<file path="src/rtl/lsu_vec.sv">
// lsu_vec: multi-lane load/store unit. Captures one vector load or store,
// then walks the active lanes lowest-first through a single memory port,
// one outstanding request at a time.
module lsu_vec #(
   parameter int NUM_LANES       = 4,
   parameter int DATA_ADDR_WIDTH = 8,
   parameter int DATA_WIDTH      = 16,
   parameter int LANE_IDX_W      = (NUM_LANES > 1) ? $clog2(NUM_LANES) : 1
) (
   input  logic                            clk,
   input  logic                            reset,
   input  logic [3:0]                      cu_state,
   input  logic                            lsu_en,
   input  logic                            mem_ren,
   input  logic                            mem_wen,
   input  logic [NUM_LANES-1:0]            lane_mask,
   input  logic [NUM_LANES*DATA_WIDTH-1:0] rs1,
   input  logic [NUM_LANES*DATA_WIDTH-1:0] rs2,
   output logic [NUM_LANES*DATA_WIDTH-1:0] lsu_data_out,
   output logic [1:0]                      lsu_state,
   output logic                            req_val,
   input  logic                            req_rdy,
   output logic                            req_we,
   output logic [DATA_ADDR_WIDTH-1:0]      req_addr,
   output logic [DATA_WIDTH-1:0]           req_data,
   output logic [LANE_IDX_W-1:0]           req_lane,
   input  logic                            resp_val,
   output logic                            resp_rdy,
   input  logic [DATA_WIDTH-1:0]           resp_data
);

   localparam logic [3:0] CU_REQ = 4'd3;
   localparam logic [3:0] CU_WB  = 4'd6;

   typedef enum logic [1:0] {
      S_IDLE = 2'd0,
      S_REQ  = 2'd1,
      S_WAIT = 2'd2,
      S_DONE = 2'd3
   } state_t;

   state_t                          state_q, state_d;
   logic [NUM_LANES-1:0]            pend_q, pend_d;
   logic                            op_st_q, op_st_d;
   logic [NUM_LANES*DATA_WIDTH-1:0] rs1_q, rs1_d;
   logic [NUM_LANES*DATA_WIDTH-1:0] rs2_q, rs2_d;
   logic [NUM_LANES*DATA_WIDTH-1:0] dout_q, dout_d;
   logic [LANE_IDX_W-1:0]           lane;
   logic [NUM_LANES-1:0]            lane_bit;
   logic                            unused_rs2_bits;

   // Current lane: lowest set bit of the pending mask
   always_comb begin
      lane = '0;
      for (int i = NUM_LANES - 1; i >= 0; i--) begin
         if (pend_q[i]) lane = LANE_IDX_W'(i);
      end
   end

   assign lane_bit = NUM_LANES'(1) << lane;

   // Only the low address bits of each captured rs2 lane reach the port
   assign unused_rs2_bits = ^rs2_q;

   // Next-state, operand capture and load write-back
   always_comb begin
      state_d = state_q;
      pend_d  = pend_q;
      op_st_d = op_st_q;
      rs1_d   = rs1_q;
      rs2_d   = rs2_q;
      dout_d  = dout_q;
      case (state_q)
         S_IDLE: begin
            if (lsu_en && (cu_state == CU_REQ) && (mem_ren || mem_wen)) begin
               rs1_d   = rs1;
               rs2_d   = rs2;
               op_st_d = !mem_ren;   // load wins when both are set
               pend_d  = lane_mask;
               state_d = (lane_mask == '0) ? S_DONE : S_REQ;
            end
         end
         S_REQ: begin
            if (req_rdy) state_d = S_WAIT;
         end
         S_WAIT: begin
            if (resp_val) begin
               if (!op_st_q) dout_d[int'(lane)*DATA_WIDTH +: DATA_WIDTH] = resp_data;
               pend_d  = pend_q & ~lane_bit;
               state_d = ((pend_q & ~lane_bit) == '0) ? S_DONE : S_REQ;
            end
         end
         S_DONE: begin
            if (cu_state == CU_WB) state_d = S_IDLE;
         end
         default: state_d = S_IDLE;
      endcase
   end

   // State and operand registers; reset clears everything so outputs read 0
   always_ff @(posedge clk or posedge reset) begin
      if (reset) begin
         state_q <= S_IDLE;
         pend_q  <= '0;
         op_st_q <= 1'b0;
         rs1_q   <= '0;
         rs2_q   <= '0;
         dout_q  <= '0;
      end else begin
         state_q <= state_d;
         pend_q  <= pend_d;
         op_st_q <= op_st_d;
         rs1_q   <= rs1_d;
         rs2_q   <= rs2_d;
         dout_q  <= dout_d;
      end
   end

   // Outputs decoded from registered state and captured operands only
   assign lsu_state    = state_q;
   assign req_val      = (state_q == S_REQ);
   assign resp_rdy     = (state_q == S_WAIT);
   assign req_we       = op_st_q;
   assign req_lane     = lane;
   assign req_addr     = rs2_q[int'(lane)*DATA_WIDTH +: DATA_ADDR_WIDTH];
   assign req_data     = rs1_q[int'(lane)*DATA_WIDTH +: DATA_WIDTH];
   assign lsu_data_out = dout_q;

endmodule

</file>
<file path="config.mk">
export PLATFORM = sky130hd
export DESIGN_NAME = lsu_vec
export DESIGN_NICKNAME = d
export VERILOG_FILES = /design/src/rtl/lsu_vec.sv
export SDC_FILE = /design/constraint.sdc
export NUM_CORES = 1
export LEC_CHECK = 0
export ABC_CLOCK_PERIOD_IN_PS = 6200
export CAP_MARGIN = 20
export CORE_MARGIN = 2
export CORE_UTILIZATION = 30
export CTS_BUF_LIST = sky130_fd_sc_hd__clkbuf_2 sky130_fd_sc_hd__clkbuf_4 sky130_fd_sc_hd__clkbuf_8
export DETAILED_ROUTE_END_ITERATION = 10
export PLACE_DENSITY = 0.66
export SLEW_MARGIN = 40
export SYNTH_ARGS = -nofsm -noshare
export SYNTH_HDL_FRONTEND = slang
export SYNTH_SLANG_ARGS = --single-unit
</file>
<file path="constraint.sdc">
create_clock -name clk -period 6.2 [get_ports clk]
set_input_delay 1.55 -clock clk [delete_from_list [all_inputs] [get_ports clk]]
set_output_delay 1.55 -clock clk [all_outputs]
set_load 0.05 [all_outputs]
</file>
Yosys cells after proc, flatten, opt, wreduce, memory -nomap -nowiden
Cells that the tools add are included.
{ "op_classes": {"addsub": 1, "multipliers": 0, "div_mod_pow": 0, "n_lt_le_gt_ge": 0, "n_eq_ne": 9, "shifts": 5, "n_mux": 15, "bitwise": 3, "n_reduce_logical": 12} }
{ "ops": {"columns": ["cell", "count"], "rows": [
  ["$bwmux W64", 1],
  ["$shift A16 B33 Y64 const A", 1],
  ["$shiftx A16 B33 Y64", 1],
  ["$shiftx A64 B7 Y16", 1],
  ["$shiftx A64 B7 Y8", 1],
  ["$neg A6 Y33", 1],
  ["$mux W2", 10],
  ["$logic_not A4 Y1", 2],
  ["$mux W4", 2],
  ["$pmux W2 S4", 1],
  ["$pmux W4 S2", 1],
  ["$ne A2 B2 Y1 const B", 3],
  ["$reduce_and A3 Y1", 2],
  ["$and A4 B4 Y4", 1],
  ["$eq A2 B2 Y1 const B", 2],
  ["$eq A4 B2 Y1 const B", 1],
  ["$eq A4 B3 Y1 const B", 1],
  ["$not A4 Y4", 1],
  ["$reduce_and A4 Y1", 1],
  ["$shl A1 B2 Y4 const A", 1],
  ["$eq A2 B1 Y1 const B", 1],
  ["$logic_and A1 B1 Y1", 2],
  ["$logic_not A2 Y1", 1],
  ["$ne A2 B1 Y1 const B", 1],
  ["other kinds (5)", 5]
]} }
{ "totals": {"regBits": 199, "latchBits": 0, "mem_bits_rw": 0, "rom_bits": 0, "in_bits": 159, "output_inout_bits": 95, "word_cells": 51, "mem_count": 0} }

Depth between registers and ports, before layout
Gate-level depths: netlist (run 1).
{ "depth": {"word_depth": 11, "ltp_mapped": 10} }

Least setup slack after synthesis (run 1)
Ideal clock, no wire load.
{ "synth_path": {"path_type": "register to output", "start": "reg pend_q[3]", "end": "out req_addr[1]", "arrival_ps": 1956, "slack_ps": 2694, "path_stages_with_launch": 7, "path_buffers": 2, "path_cell_list": "dfrtp_1 nor2b_1 o21a_1 buf_4 inv_1 buf_4 mux4_2"} }
{ "synth_between": {"elab_chain_cells": 5} }
{ "synth_rtl": {"columns": ["element", "line", "text"], "rows": [
  ["start, declared", "43", "logic [NUM_LANES-1:0] pend_q, pend_d;"],
  ["start signal, assigned", "111", "pend_q <= pend_d;"],
  ["$mux W2 (4 in series)", "56", "if (pend_q[i]) lane = LANE_IDX_W'(i);"],
  ["$shiftx A64 B7 Y8", "125", "assign req_addr = rs2_q[int'(lane)*DATA_WIDTH +: DATA_ADDR_WIDTH];"],
  ["end, declared", "24", "output logic [DATA_ADDR_WIDTH-1:0] req_addr,"]
]} }
No other way between the ends.

Worst setup path in the final report (run 1)
{ "layout_path": {"start": "reg pend_q[3]", "end": "out req_data[3]"} }
{ "layout_between": {"elab_chain_cells": 5} }
{ "layout_rtl": {"columns": ["element", "line", "text"], "rows": [
  ["$mux W2 (4 in series)", "56", null],
  ["$shiftx A64 B7 Y16", "126", "assign req_data = rs1_q[int'(lane)*DATA_WIDTH +: DATA_WIDTH];"],
  ["end, declared", "25", "output logic [DATA_WIDTH-1:0] req_data,"]
]} }
No other way between the ends.

==> results of run 1 <==
## flip-flops by register name, summed over array words and instances (netlist names)
register,count
req_we,1
pend_q,4
rs1_q,64
rs2_q,32
lsu_data_out,64
lsu_state,2
## where the power goes
group	leakage, nW	switching (mW)	internal [mW]
Combinational	1.95	0.873	0.694
Sequential	2.19	0.158	1.38
Clock	0.233	0.442	0.492
Total	4.37	1.47	2.57
## layout make-up
class / count / area, µm²
flip-flops and latches: 167 / 4179
multi-input cells: 260 / 2713
inverters: 6 / 27.53
repair buffers: 233 / 2326
fillers: 2174 / 13220
well taps: 319 / 399.1
clock buffers: 17 / 234.0
clock inverters: 14 / 235.2
## metrics by stage
step | hold slack (ns) | power [mW] | util | setup slack [ns] | area [µm²]
after CTS | 0.4929 | 4.100 | 0.4335 | 1.363 | 10110
after detailed placement | 0.4686 | 3.152 | 0.4133 | 1.915 | 9644
final | 0.4856 | 4.044 | 0.4335 | 1.510 | 10110
after floorplan | 0.4524 | 2.610 | - | 0.1316 | 7094
after global routing | 0.5005 | 4.257 | 0.4335 | 1.246 | 10110
after global placement | 0.4638 | 3.114 | 0.4116 | 1.939 | 9603
## worst max-delay path by stage
stage          startpoint              end  depth (start not counted)
4_1_cts         pend_q[3]      req_data[3]                          6
3_3_place_gp    pend_q[3]      req_data[3]                          6
6_report        pend_q[3]      req_data[3]                          6
5_1_grt         pend_q[3]      req_data[3]                          6
2_1_floorplan       reset  lsu_data_out[0]                          1
3_5_place_dp    pend_q[3]      req_data[3]                          6
## cell families after synthesis
logic type	Yosys count	share of synthesized area
buffers and inverters	34	0.02963
AO/OA/AOI/OAI	82	0.09365
multiplexers	120	0.2286
flip-flops	167	0.5891
AND/OR/NAND/NOR	52	0.04850
adder cells (fa/ha/maj)	6	0.01058
## cell usage in the layout, fill, tap and decap left out, types with 6 or more instances in the layout
cell type          n
o21ai_0           12
mux2_1            52
clkbuf_8          17
nand2_1           10
ha_1               6
a31o_2            16
and2_1            17
a22o_1            48
clkdlybuf4s50_1  221
mux2_2            44
mux4_2            24
dfrtp_1          167
buf_4              9
## metal layers
layer | global-route usage | vias up
li1 | - | 2169
met1 | 0.1879 | 2424
met2 | 0.2331 | 181
met3 | 0.06214 | 16
met4 | 0.04069 | 0
met5 | 0 | -
## critical path, delay by kind of cell (launching register included)
family	cells	cell delay [ns]
mux	1	0.31
flops	1	0.44
simple gates	1	0.15
compound gates	1	0.18
buf+inv	3	1.60
==> results_dict.tcl, run 1 <==
set metrics [dict create \
    gp_congestion 0.7391 \
    synthTopCellsByCount "dfrtp_1, mux2_1, a22o_1" \
    cp-start-kind "flip-flop" \
    holdPathEnd "rs2_q[23]" \
    antenna_left 0 \
    grt_antenna_before_repair 0 \
    yosys.area.top_type "dfrtp_1" \
    avgRoutedWirePerCell_um 17.67 \
    syn_inst 461 \
    synth.most_common_cell "dfrtp_1" \
    drt_first_pass_iters 4 \
    syn_nets 626 \
    yosysSeqAreaShare 0.5891 \
    maxCapViolations 0 \
    cts_sinks 167 \
    setup_tns_ns 0 \
    grt_use_total 0.1483 \
    grt_pass1_vias 5118 \
    min_path_type "flip-flop to flip-flop" \
    clockBufferDepth 2 \
    drc_errors 0 \
    max_slew.worst_pin.slew_ns 0.7868 \
    synth_enable_flop_cells 0 \
    synth_warnings 0 \
    gr-total-overflow 0 \
    num_vias 4790 \
    viasPerCell 4.715 \
    ios 254 \
    start_util 0.3041 \
    grt_setup_unrepaired "false" \
    grt_pass1_wl_mm 28.46 \
    status "finished clean" \
    final_nets 850 \
    vdd_ir_drop_max_mv 0.2203 \
    layout-drive-gt1-share 0.1937 \
    die_area_mm2 0.02489 \
    wl_met2_mm 8.120 \
    p_per_area_mw_per_mm2 399.8 \
    reg2reg_depth 9 \
    met3WireLength_mm 1.766 \
    highest_layer "met4" \
    leakage_nw 4.369 \
    netlist_area_mm2 0.007094 \
    tritoncts "done" \
    worstReg2RegStart "pend_q[3]" \
    cp_slowest_cell "clkdlybuf4s50_1" \
    wl_met1_mm 7.866 \
    drt_wl_total_mm 17.95 \
    instances_no_fill 1016 \
    hold_viol 0 \
    cts_buffers 17 \
    hold_depth 1 \
    fin_crit_ns 4.690 \
    post_cts_resize_count 0 \
    path_class "flip-flop to primary output" \
    cp.arrival_ns 3.14 \
    r2r_slack_ns 3.09 \
    synthArstFlopShare 1.000 \
    crit_required_ns 4.65 \
    n_antenna_cell 0 \
    portBuffers 221 \
    r2r-end "lsu_data_out[11]" \
    insertion_delay_ns 0.46 \
    worstPathMaxFanout 10 \
    crit_path_end_kind "primary output" \
    synth-seq-cells 167 \
    dp.cells 985 \
    root_buffer "clkbuf_8" \
    syn2layout_area_growth_pct 42.56 \
    hold_start "rs2_q[23]" \
    final_max_slew_viol_count 0 \
    synth_area_leaders "dfrtp_1, mux2_1, mux4_2, mux2_2, a22o_1" \
    yosysTopAreaCellShare 0.5891 \
    drtIter0Drc 217 \
    post_cts_buffers 0 \
    skew_ns 0.01738 \
    path_cells "nor2b_1, o21a_1, inv_1, buf_4, mux4_2, clkdlybuf4s50_1" \
    cts_hold_buf 0 \
    ys_types 34 \
    rows 56 \
    max_slew_margin 0.4755 \
    clk_pin_slew_ns 0.10 \
    die_h_um 157.8 \
    fp.coreArea_mm2 0.02333 \
    fmaxAchievable_mhz 213.2 \
    cts-htree-levels 4 \
    finalCritPeriodShare 0.7564 \
    avgSynthCellArea_um2 15.39 \
    setup_viol 0 \
    die_w_um 157.8 \
    critPathMaxStageDelay_ns 0.75 \
    place_hpwl_mm 12.71 \
    grt_max_degree 92 \
    synth_ff_type "dfrtp_1" \
]
Power figures use the tool's default switching activity.
==> run 2: changes to the inputs <==
Settings changed: ABC_CLOCK_PERIOD_IN_PS 6200 to 3800.
Clock period 6.2 ns to 3.8 ns, I/O delays scaled along.
==> run 2 against run 1 <==
Cell count grew 0.59%. Core utilization grew 0.20 points. Flip-flop and latch count is the same. Clock skew shrank 0.0048 ns. Count of clock-buffer cells in the layout is the same. Register-to-register slack lost 1.8 ns. Via count grew 0.98%. First-iteration DRC count shrank 10%. Final area grew 0.46%. Global-route usage grew 0.16 points. Non-clock buffer count grew 5. Sequential power grew 64%. Critical path type unchanged.
==> results_dict.tcl, run 2 (synthesized netlist as in run 1, its figures left out) <==
set metrics [dict create \
    finalPower_mw 6.457 \
    clockBufferDepth 2 \
    drtIter0Drc 195 \
    dp.cells 990 \
    skew_ns 0.01262 \
    portBuffers 221 \
    fmaxAchievable_mhz 298.7 \
    die_w_um 157.8 \
    instances_no_fill 1022 \
    start_util 0.3041 \
    insertion_delay_ns 0.46 \
    whs_ns 0.4916 \
    finalCritPeriodShare 0.8809 \
    hold_viol 0 \
    cts_sinks 167 \
    num_vias 4837 \
    max_slew.worst_pin.slew_ns 0.7347 \
    final_max_slew_viol_count 0 \
    layout-drive-gt1-share 0.2376 \
    r2r_slack_ns 1.29 \
    max_slew_margin 0.5097 \
    final_cell_mix "clkdlybuf4s50_1, dfrtp_1, mux2_1" \
    met3WireLength_mm 1.687 \
    cts_hold_buf 0 \
    fp.coreArea_mm2 0.02333 \
    grt_max_degree 56 \
    wl_met2_mm 8.433 \
    post_cts_resize_count 0 \
    final_cell_area_mm2 0.01016 \
    wl_met1_mm 7.818 \
    grt_pass1_wl_mm 28.53 \
    root_buffer "clkbuf_8" \
    maxCapViolations 0 \
    final_nets 855 \
    highest_layer "met4" \
    place_hpwl_mm 12.90 \
    n_antenna_cell 0 \
    cts_buffers 17 \
    place_area_mm2 0.009774 \
    syn2layout_area_growth_pct 43.21 \
    finalCoreUtilization 0.4354 \
    setup_viol 0 \
    gp_congestion 0.7357 \
    cts-htree-levels 4 \
    crit_required_ns 2.85 \
    leakage_nw 4.431 \
    clk_pin_slew_ns 0.11 \
    drc_errors 0 \
    post_cts_buffers 0 \
    vdd_ir_drop_max_mv 0.3422 \
    crit_path_end_kind "primary output" \
    fin_ws_ns 0.4525 \
    setup_tns_ns 0 \
    p_per_area_mw_per_mm2 635.5 \
    drt_wl_total_mm 18.16 \
    path_class "flip-flop to primary output" \
    grt_antenna_before_repair 0 \
    viasPerCell 4.733 \
    grt_setup_unrepaired "false" \
    ios 254 \
    avgRoutedWirePerCell_um 17.77 \
    cp-start-kind "flip-flop" \
    cp.arrival_ns 2.40 \
    rows 56 \
    antenna_left 0 \
    drt_first_pass_iters 4 \
    die_h_um 157.8 \
    die_area_mm2 0.02489 \
    place_ws_ns 0.9000 \
    min_path_type "flip-flop to flip-flop" \
    fin_crit_ns 3.347 \
    tritoncts "done" \
    gr-total-overflow 0 \
    grt_pass1_vias 5106 \
    grt_use_total 0.1499 \
    layout.cells.most_common "clkdlybuf4s50_1" \
    worstPathMaxFanout 17 \
    status "finished clean" \
]
run 2: cell count changes in the layout (fill, tap and decap cells not counted), sizes merged:
cell           previous run  this run
clkinv                    1         4
clkinvlp                  1         2
clkdlybuf4s50           221       196
buf                      12        42
bufinv                    5         0
inv                      13        15
run 2: final cells by class:
cell class                 instances  area (µm²)
inverter                           6       26.28
sequential                       167        4179
tap                              319       399.1
clock inverter                    15       151.4
clock buffer                      17       234.0
fill                            2134       13170
timing repair buffer             238        2455
multi-input combinational        260        2715
run 2: path summary, 6_finish.rpt:
path / depth (start not counted) / from / to
worst min register to register: 1 / rs2_q[18] / rs2_q[18]
worst max-delay path: 6 / pend_q[3] / req_addr[0]
worst min-delay path: 1 / rs2_q[18] / rs2_q[18]
min in group asynchronous: 2 / reset / lsu_data_out[14]
worst max register to register: 7 / pend_q[3] / lsu_data_out[44]
max in group asynchronous: 5 / reset / lsu_data_out[38]
run 2: critical path, cell delays in order, from the launching register on:
cell and delay [ns]:
dfrtp_1 0.45, nor2b_1 0.16, o21a_1 0.18, inv_1 0.05, buf_4 0.33, mux4_2 0.56
buf_4 0.21
run 2: per-layer routing:
layer,GRT usage,vias to the layer above
met5,0,-
met4,0.04286,0
met1,0.1874,2459
met2,0.2406,183
li1,-,2180
met3,0.05913,15
run 2: power breakdown:
part           switching (mW)  internal, mW  total, mW
Sequential              0.269          2.26       2.53
Combinational            1.45          1.21       2.66
Clock                   0.776         0.494       1.27
Total                    2.50          3.96       6.46
